**config.mk**
```make
export PLATFORM = sky130hd
export DESIGN_NAME = calc_cmd_scheduler
export DESIGN_NICKNAME = d
export VERILOG_FILES = /design/src/rtl/calc_cmd_scheduler.sv
export SDC_FILE = /design/constraint.sdc
export NUM_CORES = 1
export LEC_CHECK = 0
export ABC_AREA = 1
export CAP_MARGIN = 20
export CORE_ASPECT_RATIO = 0.6
export CORE_MARGIN = 2
export CORE_UTILIZATION = 38
export DETAILED_ROUTE_END_ITERATION = 8
export SETUP_SLACK_MARGIN = 0.15
export SLEW_MARGIN = 40
export SYNTH_ARGS = -nofsm -noshare
export SYNTH_HDL_FRONTEND = slang
export SYNTH_SLANG_ARGS = --single-unit
export TNS_END_PERCENT = 1
```
**constraint.sdc**
```tcl
create_clock -name clock -period 2.79 [get_ports clock]
set_clock_uncertainty 0.15 [all_clocks]
set_input_delay 0.558 -clock clock [delete_from_list [all_inputs] [get_ports clock]]
set_output_delay 0.558 -clock clock [all_outputs]
set_load 0.01 [all_outputs]
```
**src/rtl/calc_cmd_scheduler.sv**
```systemverilog
// -----------------------------------------------------------------------------
// calc_cmd_scheduler
//
// Sits between the keypad decoder and the calculator core. Key codes are
// buffered in a small FIFO and handed to the core one at a time. A command is
// issued only while the core reports ready (2'b10). The core must then go busy
// (2'b01 or 2'b11) and come back to ready before the next command is issued.
// A core error (2'b00) seen while a command is in flight traps the block in
// ERROR until reset. A command that stalls for TIMEOUT cycles is abandoned.
//
// Parameters:
//   DEPTH    FIFO depth in entries (power of two, >= 2)
//   TIMEOUT  cycles allowed in ISSUE/WAIT_READY before abandoning (>= 1)
//
// Ports:
//   clock             system clock, rising edge
//   reset             asynchronous, active-high reset
//   key_valid_i       key code present this cycle
//   key_code_i[3:0]   keypad code, passed through unmodified
//   key_ready_o       FIFO can accept a code (combinational)
//   core_status_i     00 error, 01 busy, 10 ready, 11 treated as busy
//   core_cmd_o[3:0]   command to the core, held from issue to next issue
//   core_cmd_valid_o  high while a command is offered (ISSUE)
//   fill_o            FIFO occupancy
//   busy_o            state not IDLE or FIFO non-empty (combinational)
//   error_o           sticky core-error flag
//   timeout_o         sticky command-abandoned flag
// -----------------------------------------------------------------------------
module calc_cmd_scheduler #(
  parameter int DEPTH   = 4,
  parameter int TIMEOUT = 1023
) (
  input  logic                     clock,
  input  logic                     reset,
  input  logic                     key_valid_i,
  input  logic [3:0]               key_code_i,
  output logic                     key_ready_o,
  input  logic [1:0]               core_status_i,
  output logic [3:0]               core_cmd_o,
  output logic                     core_cmd_valid_o,
  output logic [$clog2(DEPTH):0]   fill_o,
  output logic                     busy_o,
  output logic                     error_o,
  output logic                     timeout_o
);

  localparam int AW = $clog2(DEPTH);
  localparam int FW = AW + 1;
  // The counter only ever holds 0..TIMEOUT-1.
  localparam int CW = (TIMEOUT < 2) ? 1 : $clog2(TIMEOUT);

  localparam logic [FW-1:0] FILL_ZERO = {FW{1'b0}};
  localparam logic [FW-1:0] FILL_ONE  = FW'(1);
  localparam logic [FW-1:0] FILL_FULL = FW'(DEPTH);
  localparam logic [AW-1:0] PTR_ZERO  = {AW{1'b0}};
  localparam logic [AW-1:0] PTR_ONE   = AW'(1);
  localparam logic [CW-1:0] CNT_ZERO  = {CW{1'b0}};
  localparam logic [CW-1:0] CNT_ONE   = CW'(1);
  localparam logic [CW-1:0] CNT_LAST  = CW'(TIMEOUT - 1);

  typedef enum logic [1:0] {
    ST_IDLE       = 2'b00,
    ST_ISSUE      = 2'b01,
    ST_WAIT_READY = 2'b10,
    ST_ERROR      = 2'b11
  } state_t;

  logic [3:0]    mem_q [DEPTH];
  logic [AW-1:0] wr_ptr_q;
  logic [AW-1:0] rd_ptr_q;
  logic [FW-1:0] fill_q;
  state_t        state_q;
  logic [3:0]    cmd_q;
  logic          cmd_valid_q;
  logic          error_q;
  logic          timeout_q;
  logic [CW-1:0] tmo_cnt_q;

  logic ready_s;
  logic push_s;
  logic pop_s;
  logic flush_s;
  logic in_flight_s;
  logic status_err_s;
  logic status_rdy_s;
  logic status_busy_s;
  logic tmo_hit_s;

  // Handshake decode: push/pop/flush qualifiers and the two combinational outputs.
  always_comb begin
    in_flight_s   = (state_q == ST_ISSUE) || (state_q == ST_WAIT_READY);
    status_err_s  = (core_status_i == 2'b00);
    status_rdy_s  = (core_status_i == 2'b10);
    // 2'b01 and 2'b11 both mean busy.
    status_busy_s = core_status_i[0];
    tmo_hit_s     = (tmo_cnt_q == CNT_LAST);
    ready_s       = (fill_q != FILL_FULL) && (state_q != ST_ERROR);
    push_s        = key_valid_i && ready_s;
    // Gated on fill_q, so a code pushed into an empty FIFO pops one edge later.
    pop_s         = (state_q == ST_IDLE) && (fill_q != FILL_ZERO) && status_rdy_s;
    // Entering ERROR discards everything queued.
    flush_s       = in_flight_s && status_err_s;
  end

  assign key_ready_o      = ready_s;
  assign busy_o           = (state_q != ST_IDLE) || (fill_q != FILL_ZERO);
  assign fill_o           = fill_q;
  assign core_cmd_o       = cmd_q;
  assign core_cmd_valid_o = cmd_valid_q;
  assign error_o          = error_q;
  assign timeout_o        = timeout_q;

  // FIFO storage: accepted codes are written at the tail.
  always_ff @(posedge clock) begin
    if (push_s) begin
      mem_q[wr_ptr_q] <= key_code_i;
    end
  end

  // FIFO pointers and occupancy; pointers wrap naturally since DEPTH is 2^AW.
  always_ff @(posedge clock or posedge reset) begin
    if (reset) begin
      wr_ptr_q <= PTR_ZERO;
      rd_ptr_q <= PTR_ZERO;
      fill_q   <= FILL_ZERO;
    end else if (flush_s) begin
      wr_ptr_q <= PTR_ZERO;
      rd_ptr_q <= PTR_ZERO;
      fill_q   <= FILL_ZERO;
    end else begin
      if (push_s) begin
        wr_ptr_q <= wr_ptr_q + PTR_ONE;
      end
      if (pop_s) begin
        rd_ptr_q <= rd_ptr_q + PTR_ONE;
      end
      case ({push_s, pop_s})
        2'b10:   fill_q <= fill_q + FILL_ONE;
        2'b01:   fill_q <= fill_q - FILL_ONE;
        default: fill_q <= fill_q;
      endcase
    end
  end

  // Issue FSM with registered command, valid, sticky flags and stall counter.
  always_ff @(posedge clock or posedge reset) begin
    if (reset) begin
      state_q     <= ST_IDLE;
      cmd_q       <= 4'b0000;
      cmd_valid_q <= 1'b0;
      error_q     <= 1'b0;
      timeout_q   <= 1'b0;
      tmo_cnt_q   <= CNT_ZERO;
    end else begin
      case (state_q)
        ST_IDLE: begin
          // A core error reported while nothing is in flight is ignored here.
          if (pop_s) begin
            cmd_q       <= mem_q[rd_ptr_q];
            cmd_valid_q <= 1'b1;
            tmo_cnt_q   <= CNT_ZERO;
            state_q     <= ST_ISSUE;
          end
        end
        ST_ISSUE: begin
          // Error outranks timeout; timeout outranks the busy acknowledge.
          if (status_err_s) begin
            cmd_valid_q <= 1'b0;
            error_q     <= 1'b1;
            state_q     <= ST_ERROR;
          end else if (tmo_hit_s) begin
            cmd_valid_q <= 1'b0;
            timeout_q   <= 1'b1;
            state_q     <= ST_IDLE;
          end else if (status_busy_s) begin
            cmd_valid_q <= 1'b0;
            tmo_cnt_q   <= tmo_cnt_q + CNT_ONE;
            state_q     <= ST_WAIT_READY;
          end else begin
            tmo_cnt_q   <= tmo_cnt_q + CNT_ONE;
          end
        end
        ST_WAIT_READY: begin
          // A core that returns to ready on the last allowed cycle completes normally.
          if (status_err_s) begin
            error_q   <= 1'b1;
            state_q   <= ST_ERROR;
          end else if (status_rdy_s) begin
            state_q   <= ST_IDLE;
          end else if (tmo_hit_s) begin
            timeout_q <= 1'b1;
            state_q   <= ST_IDLE;
          end else begin
            tmo_cnt_q <= tmo_cnt_q + CNT_ONE;
          end
        end
        ST_ERROR: begin
          cmd_valid_q <= 1'b0;
        end
        default: begin
          cmd_valid_q <= 1'b0;
          state_q     <= ST_IDLE;
        end
      endcase
    end
  end

endmodule

```
Yosys cells after proc, flatten, opt, wreduce, memory -nomap -nowiden
Memories as Yosys holds them, arrays and structs flattened. A register that Yosys moved wholly into a read port is not among the register bits.
Index checks and enable logic that the tools add are counted.

cells by class
  add/subtract/negate cells = 5
  multiply operators = 0
  div/mod/pow operators = 0
  $lt $le $gt $ge = 0
  equality and inequality tests = 15
  shift operators = 0
  mux-type cells = 32
  bitwise operators = 0
  reduce and logical (&&, ||, !) cells = 24

operators with widths
  cell                     count
  $mux W10                 5
  $pmux W10 S3             1
  $mux W2                  11
  $reduce_bool A3 Y1       4
  $add A10 B1 Y10 const B  1
  $eq A10 B10 Y1 const B   1
  $mux W1                  10
  $ne A2 B2 Y1 const B     5
  $eq A2 B2 Y1 const B     4
  $ne A4 B4 Y1 const B     2
  $reduce_and A4 Y1        2
  $reduce_bool A2 Y1       4
  $pmux W2 S3              1
  $pmux W3 S2              1
  $logic_and A1 B1 Y1      5
  $reduce_and A5 Y1        1
  $add A2 B1 Y2 const B    2
  $eq A2 B1 Y1 const B     2
  $logic_not A2 Y1         2
  $reduce_and A2 Y1        2
  $add A3 B1 Y3 const B    1
  $mux W3                  1
  $ne A3 B3 Y1 const B     1
  $pmux W1 S3              1
  5 further kinds          6

word-level totals
  flip-flop bits (word level) = 22
  latch bits = 0
  memory bits (writable) = 16
  ROM bits = 0
  input bits = 9
  output and inout port bits = 12
  memories = 1

memory list
  name   words  width  rd ports  clocked after memory_dff  write ports  line  text
  mem_q  4      4      1         1                         1            68    logic [3:0] mem_q [DEPTH];

Logic depth before layout (Yosys ltp)
  depth after elaboration = 6
  depth in mapped cells = 12

Least setup slack after synthesis
No wires, ideal clock.

  kind = register to register
  from = register state_q[0]
  to = register fill_q[2], in the netlist fill_o[2]
  setup time = 0.066 ns
  arrival = 1.918 ns
  required time = 2.574 ns
  path slack = 0.656 ns
  cell stages (with the launch flop) = 12
  cells stage by stage = dfrtp_1 -> ha_1 -> inv_1 -> nand3_2 -> nand2_1 -> inv_1 -> fa_1 -> xor2_1 -> nand3b_1 -> nand2_1 -> nand3_1 -> nand2_1

on the way
  longest elaborated chain between the ends = 6
  elaborated cells between the ends (all ways) = 15

RTL lines
  what                                                     line     text
  start: declaration                                       72       state_t state_q;
  start signal: assignment                                 148      state_q <= ST_IDLE;
  start signal: assignment                                 162      state_q <= ST_ISSUE;
  start signal: assignment                                 170      state_q <= ST_ERROR;
  $ne A2 B2 Y1 / $logic_not A2 Y1 (equally long branches)  97, 100
  $logic_and A1 B1 Y1 (on tied branches)                   97, 100
  $logic_and A1 B1 Y1 (on tied branches)                   98, 100
  $eq A2 B1 Y1 / $eq A2 B2 Y1 (equally long branches)      137      case ({push_s, pop_s})
  $pmux W3 S2                                              137
  $mux W3                                                  126      end else if (flush_s) begin
  end signal: assignment                                   138      2'b10: fill_q <= fill_q + FILL_ONE;
  end signal: assignment                                   139      2'b01: fill_q <= fill_q - FILL_ONE;
  end signal: assignment                                   140      default: fill_q <= fill_q;
  end: declaration                                         71       logic [FW-1:0] fill_q;

Several ways; a longest one is shown, not always the timed one.
A chain may end at the register's enable or synchronous reset.

Final worst setup path
  from = register state_q[1]
  to = output busy_o

on the way
  longest elaborated chain between the ends = 2

RTL lines
  what                line  text
  $reduce_bool A2 Y1  106   assign busy_o = (state_q != ST_IDLE) || (fill_q != FILL_ZERO);
  $logic_or A1 B1 Y1  106
  end: declaration    42    output logic busy_o,

Every way passes these cells.

==> flow_summary.ini <==
[sta]
post-route-period-util_pct = 88.8
setup_viol = 0
fmax_ghz = 0.404
hold_viol = 0
maxSlewViolCount = 0
tns_ns = 0
worst_pin_slew_ns = 0.457
post-route-min-period_ns = 2.48
slew_headroom_pct = 69.4
grt_setup_unrepaired = no

[synthesis]
synth_async_sr_flop_share_pct = 61.9
avgSynthCellArea_um2 = 8.43
syn_inst = 268
synthTopCellsByCount = 76 x nand2_1, 46 x nor2_1, 27 x inv_1
synthDistinctLibCells = 29
yosys_register_bits = 42
yosysWarnings = 0
synth-edff-count = 16
yosysTopAreaCellShare_pct = 28.8
synth_ff_type = dfrtp_1
syn_nets = 289
yosysMostFrequentCell = nand2_1
syn_area_um2 = 2260
yosysSeqAreaShare_pct = 50.1
netlist_top_cells_area = dfrtp_1 29%, edfxtp_1 21%, nand2_1 13%, nor2_1 7.6%, ha_1 6.1%
synth_area_leader_cell = dfrtp_1

[die]
core-area_um2 = 5650
dieArea_um2 = 6600
die_w_um = 104
rows = 21
start_util_pct = 40.0
die-height_um = 63.7
boundaryPins = 21

[drt]
wl_um = 4630
vias_per_cell = 4.55
ant_nets = 0
wl_per_cell_um = 12.3
drc = 0
dr.pass1.iters = 5
via_count = 1711
drt_iter0_drc = 78

[clock_network]
cts.path.max_buffers = 2
insertion_delay_ns = 0.29
post_cts_buffers = 0
cts_buffers = 5
cts_root_buf = clkbuf_8
clock-sinks = 42
htreeDepth = 2
cts_tree = built
ctsResizeCount = 0
cts_hold_buf = 0
clk_pin_slew_ns = 0.08

[critical_path]
cp-end-kind = output port
cp_top_family = buffers and inverters
path_cells = inv_1 -> ha_1 -> nand2_1 -> clkdlybuf4s50_1
cp-start-kind = flop
crit_fanout = 6
cp.required_ns = 2.08
critPathBufInv = 2
max_stage_delay_ns = 0.56
cp_slowest_cell = clkdlybuf4s50_1
critical_path_class = reg -> out
worstPathArrival_ns = 1.77

[grt]
grt_pass1_vias = 1581
grt-busiest-layer = met1
grt_util_met1_pct = 25.4
grt_antenna_before_repair = 0
met3_usage_pct = 3.37
grt_pass1_wl_um = 7950
grt_max_degree = 27
overflow = 0
grt_usage_pct = 15.6
gr-usage-met2_pct = 19.6

[finish]
fin_area_um2 = 2680
layout.nets = 316
drive_above_1_share_pct = 6.42
diodes = 0
fill_cells = 559
area_growth_pct = 18.5

[placed_design]
port_buffers = 20
dp_hpwl_um = 3510
gp_congestion = 0.839
placedInstanceArea_um2 = 2570

[power]
total_power_w = 0.00248
max-vdd-ir-drop_mv = 0.407
p_leak_nw = 1.22
powerDensity_nw_per_um2 = 925

[flow_run]
max_cap_violations = 0

[worst_hold_path]
hold_class = reg -> reg

[outcome]
status = complete, no violations
==> worst min-delay path, cell delays in order, from the launching register on <==
cell,delay (ns)
dfrtp_1,0.35
nand2_1,0.05
nand2_1,0.05
==> cells by family after synthesis <==
kind of cell	share of synthesized area, %
adders and majority gates	6.98
DFF	50.1
AOI/OAI and AO/OA	6.81
buffers and inverters	5.20
xor gates and xnor gates	2.33
and+or+nand+nor	28.6
==> stage by stage <==
stage                     setup slack (ns)  cells  hold slack [ns]  util (%)
after floorplan                      0.656    268            0.330         -
after global placement               0.185    368            0.308      45.5
after detailed placement             0.108    368            0.311      45.5
after CTS                            0.273    376            0.333      47.4
after global routing                 0.192    376            0.354      47.4
final                                0.313    376            0.328      47.4
==> flip-flops by register name (all words and copies together) (netlist names), 2 cells and up <==
name / cells
core_cmd_o: 4
fill_o: 3
mem_q: 16
rd_ptr_q: 2
state_q: 2
tmo_cnt_q: 10
wr_ptr_q: 2
==> where the power goes <==
part	switching, W	total, W	internal [W]	leakage, nW
clock	0.000207	0.000470	0.000263	0.0579
sequential	0.000147	0.000954	0.000807	0.471
combinational	0.000633	0.00105	0.000422	0.695
total	0.000986	0.00248	0.00149	1.22
==> per-layer routing <==
layer | vias to the layer above | routed length [µm]
li1 | 921 | -
met1 | 754 | 2670
met2 | 34 | 1700
met3 | 2 | 223
met4 | 0 | 34
met5 | - | 0
==> final cells by class <==
class	count	area, µm²	area share [%]
Multi-Input combinational cell	195	1010	37.7
Clock inverter	3	40.0	1.49
Timing Repair Buffer	23	223	8.31
Inverter	28	105	3.92
Sequential cell	42	1130	42.2
Clock buffer	5	68.8	2.57
Tap cell	80	100	3.74
==> worst paths after layout <==
check | slack [ns] | cells past startpoint | to | from
hold reg to reg | 0.33 | 2 | core_cmd_valid_o | core_cmd_valid_o
max in group asynchronous | 1.75 | 3 | state_q[0] | reset
setup / recovery | 0.31 | 4 | busy_o | state_q[1]
min in group asynchronous | 0.47 | 3 | fill_o[0] | reset
setup reg to reg | 0.46 | 12 | fill_o[2] | state_q[1]
hold / removal | 0.33 | 2 | core_cmd_valid_o | core_cmd_valid_o
==> placed cells by master, fill, tap and decap left out <==
| cell | netlist | final |
|---|---|---|
| fa_1 | 1 | 1 |
| clkdlybuf4s50_1 | 0 | 20 |
| clkinv_2 | 0 | 2 |
| nand2_1 | 76 | 76 |
| xor2_1 | 4 | 4 |
| nor2_2 | 1 | 1 |
| nand3_1 | 13 | 13 |
| clkinv_1 | 1 | 1 |
| nor3_1 | 1 | 1 |
| nor2_1 | 46 | 46 |
| a21oi_4 | 1 | 1 |
| a211oi_1 | 1 | 1 |
| o21bai_1 | 2 | 2 |
| inv_1 | 27 | 27 |
| xnor2_1 | 2 | 2 |
| or2_2 | 1 | 1 |
| o21ai_1 | 1 | 1 |
| nor3b_1 | 1 | 1 |
| clkbuf_8 | 0 | 5 |
| nand2_2 | 2 | 2 |
| o21ai_0 | 13 | 13 |
| nand4_1 | 5 | 5 |
| buf_4 | 0 | 3 |
| nand3_2 | 2 | 2 |
| edfxtp_1 | 16 | 16 |
| bufinv_16 | 0 | 1 |
| a21oi_1 | 4 | 4 |
| nor2_8 | 1 | 1 |
| a31oi_1 | 4 | 4 |
| ha_1 | 11 | 11 |
| nand3b_1 | 2 | 2 |
| dfrtp_1 | 26 | 26 |
Note: power is estimated with default switching activity, not from simulation.
==> RTL change, RTL diff (same flow settings) <==
`TIMEOUT`: 1023 -> 511.
--- a/src/rtl/calc_cmd_scheduler.sv
+++ b/src/rtl/calc_cmd_scheduler.sv
@@ -28,7 +28,7 @@
 // -----------------------------------------------------------------------------
 module calc_cmd_scheduler #(
   parameter int DEPTH   = 4,
-  parameter int TIMEOUT = 1023
+  parameter int TIMEOUT = 511
 ) (
   input  logic                     clock,
   input  logic                     reset,
Check against the original RTL: same outputs for any inputs over 10 cycles, from zero or initial values and one cycle with reset high; that may be too few to reach the edited logic, so the function may still have changed.
==> RTL change against the original RTL <==
Final area decreased by 0.98%; synthesized area shrank 0.33%; first-iteration DRC count rose by 22%; worst setup slack better by 0.042 ns; die area fell by 0.32%; total power decreased by 0.67%; routed wire length hardly changed; sequential cell count is 1 lower; largest power group unchanged.
==> RTL change: results (changes against the original RTL) <==
FF-to-FF End=fill_o[2]; drt initial violations=95 (+22%); Post-synth ARST share=0.610 (-0.00929); Post-synth top cells=nand2_1 (68), nor2_1 (38), inv_1 (33), dfrtp_1 (25), edfxtp_1 (16); Root Buffer=clkbuf_8; hold path start=error_o; Synth Instances=264 (-1.5%); hold path cells=2 (unchanged); initial antenna violation count=0 (unchanged); Synthesized Nets=285 (-1.4%); status=finished, final reports clean; H-tree depth=2 (unchanged); top post-synthesis cells by area=dfrtp_1 (28%), edfxtp_1 (21%), nand2_1 (11%); Port Buf Inserts=20 (unchanged); number of global-route vias before repair=1612 (+2.0%); R2R cell count=13 (+1); Cell Area, Placed=2550 um^2 (-0.78%); leakage=1.23 nW (+0.71%); Post-Place Cells=363 (-1.4%); CP peak stage delay=0.54 ns (-0.02 ns); detailed-route vias per instance=4.59 (+0.93%); Multi-input gate area=986 um^2 (-2.5%); VDD IR max=374 uV (-8.0%); hold slack=0.321 ns (-0.00697 ns); detailed placement HPWL=3.46 mm (-1.4%); WP data arrival=1.73 ns (-0.04 ns); total chip power=0.00246 W (-0.67%); final net count=311 (-1.6%); max FFs per register=16 (unchanged); Syn. warnings=0 (unchanged); post-CTS setup buffer count=0 (unchanged); Fill cells=562 (+0.54%); first-pass GRT wire length=7.86 mm (-1.1%); synth unique cells=29 (unchanged); CP delay by family, top=buffers and inverters; Max Buffers Root-to-Sink=2 (unchanged); largest net degree at the start of global routing=26 (-3.7%); overall routed net length=4.63 mm (about the same); CTS buffer count=5 (unchanged); register area share after synthesis=0.491 (-0.00944); Worst-path clk slew=0.08 ns (about the same); Remaining DRCs=0 (unchanged); RD Place Congestion=0.771 (-8.2%); layout cell share with drive strength beyond 1=0.117 (+0.0526); min-delay worst type=register to register; slack of the worst reg-to-reg path=0.48 ns (+0.02 ns); Skew-Pair Late Insertion Delay=0.29 ns (about the same); Avg WL per Cell=12.5 um (+1.3%); Most flops, register=mem_q; worst rel slew slack=0.674 (-0.0202); slowest CP cell=clkdlybuf4s50_1; CP max FO=5 (-1); GR Util All Layers=0.158 (+0.00221); DR pass1 iterations=4 (-1); Post-CTS Resized=0 (unchanged); reg2reg start=state_q[0]; Hold Crit Endpoint=error_o; worst slack, placed=0.160 ns (+0.0518 ns)
==> RTL change: changes by cell type after synthesis, sizes merged, moves of 2 or more <==
cell | unedited run | this run
xor2 | 4 | 2
buf | 1 | 4
nor2 | 48 | 46
nand3 | 15 | 13
inv | 27 | 35
clkbuf | 2 | 0
==> RTL change: logic make-up after synthesis <==
| family | after synthesis | share of synthesized area |
|---|---|---|
| xor+xnor | 4 | 0.0156 |
| buf+inv | 40 | 0.0711 |
| fa+ha+maj | 12 | 0.0700 |
| compound gates | 25 | 0.0600 |
| simple gates | 142 | 0.292 |
| flops | 41 | 0.491 |
==> RTL change: worst max-delay path by stage <==
| stage | from | to | slack, ns | depth (start not counted) |
|---|---|---|---|---|
| global placement | core_status_i[0] | fill_o[2] | 0.22 | 12 |
| finish | state_q[0] | busy_o | 0.36 | 4 |
| detailed placement | core_status_i[0] | fill_o[2] | 0.16 | 12 |
| global route | state_q[0] | busy_o | 0.26 | 4 |
| floorplan | state_q[0] | fill_o[2] | 0.66 | 13 |
| CTS | state_q[0] | busy_o | 0.33 | 4 |
==> RTL change: cell type report <==
cell class,instances,area share
sequential,41,0.417
multi-input combinational,183,0.372
timing repair buffer,23,0.0840
inverter,36,0.0509
tap,80,0.0377
clock buffer,7,0.0368
clock inverter,1,0.00189
==> RTL change: per-layer routing <==
layer,track usage,part of all wire,up-vias
met3,0.0488,0.054,4
met1,0.255,0.57,783
met5,0,0,-
li1,-,-,885
met4,0.0395,0.0099,0
met2,0.200,0.37,32
==> RTL change: where the power goes <==
| part | internal [W] | switching [W] |
|---|---|---|
| clock network | 0.000230 | 0.000208 |
| logic | 0.000416 | 0.000674 |
| registers | 0.000789 | 0.000146 |
| total | 0.00143 | 0.00103 |
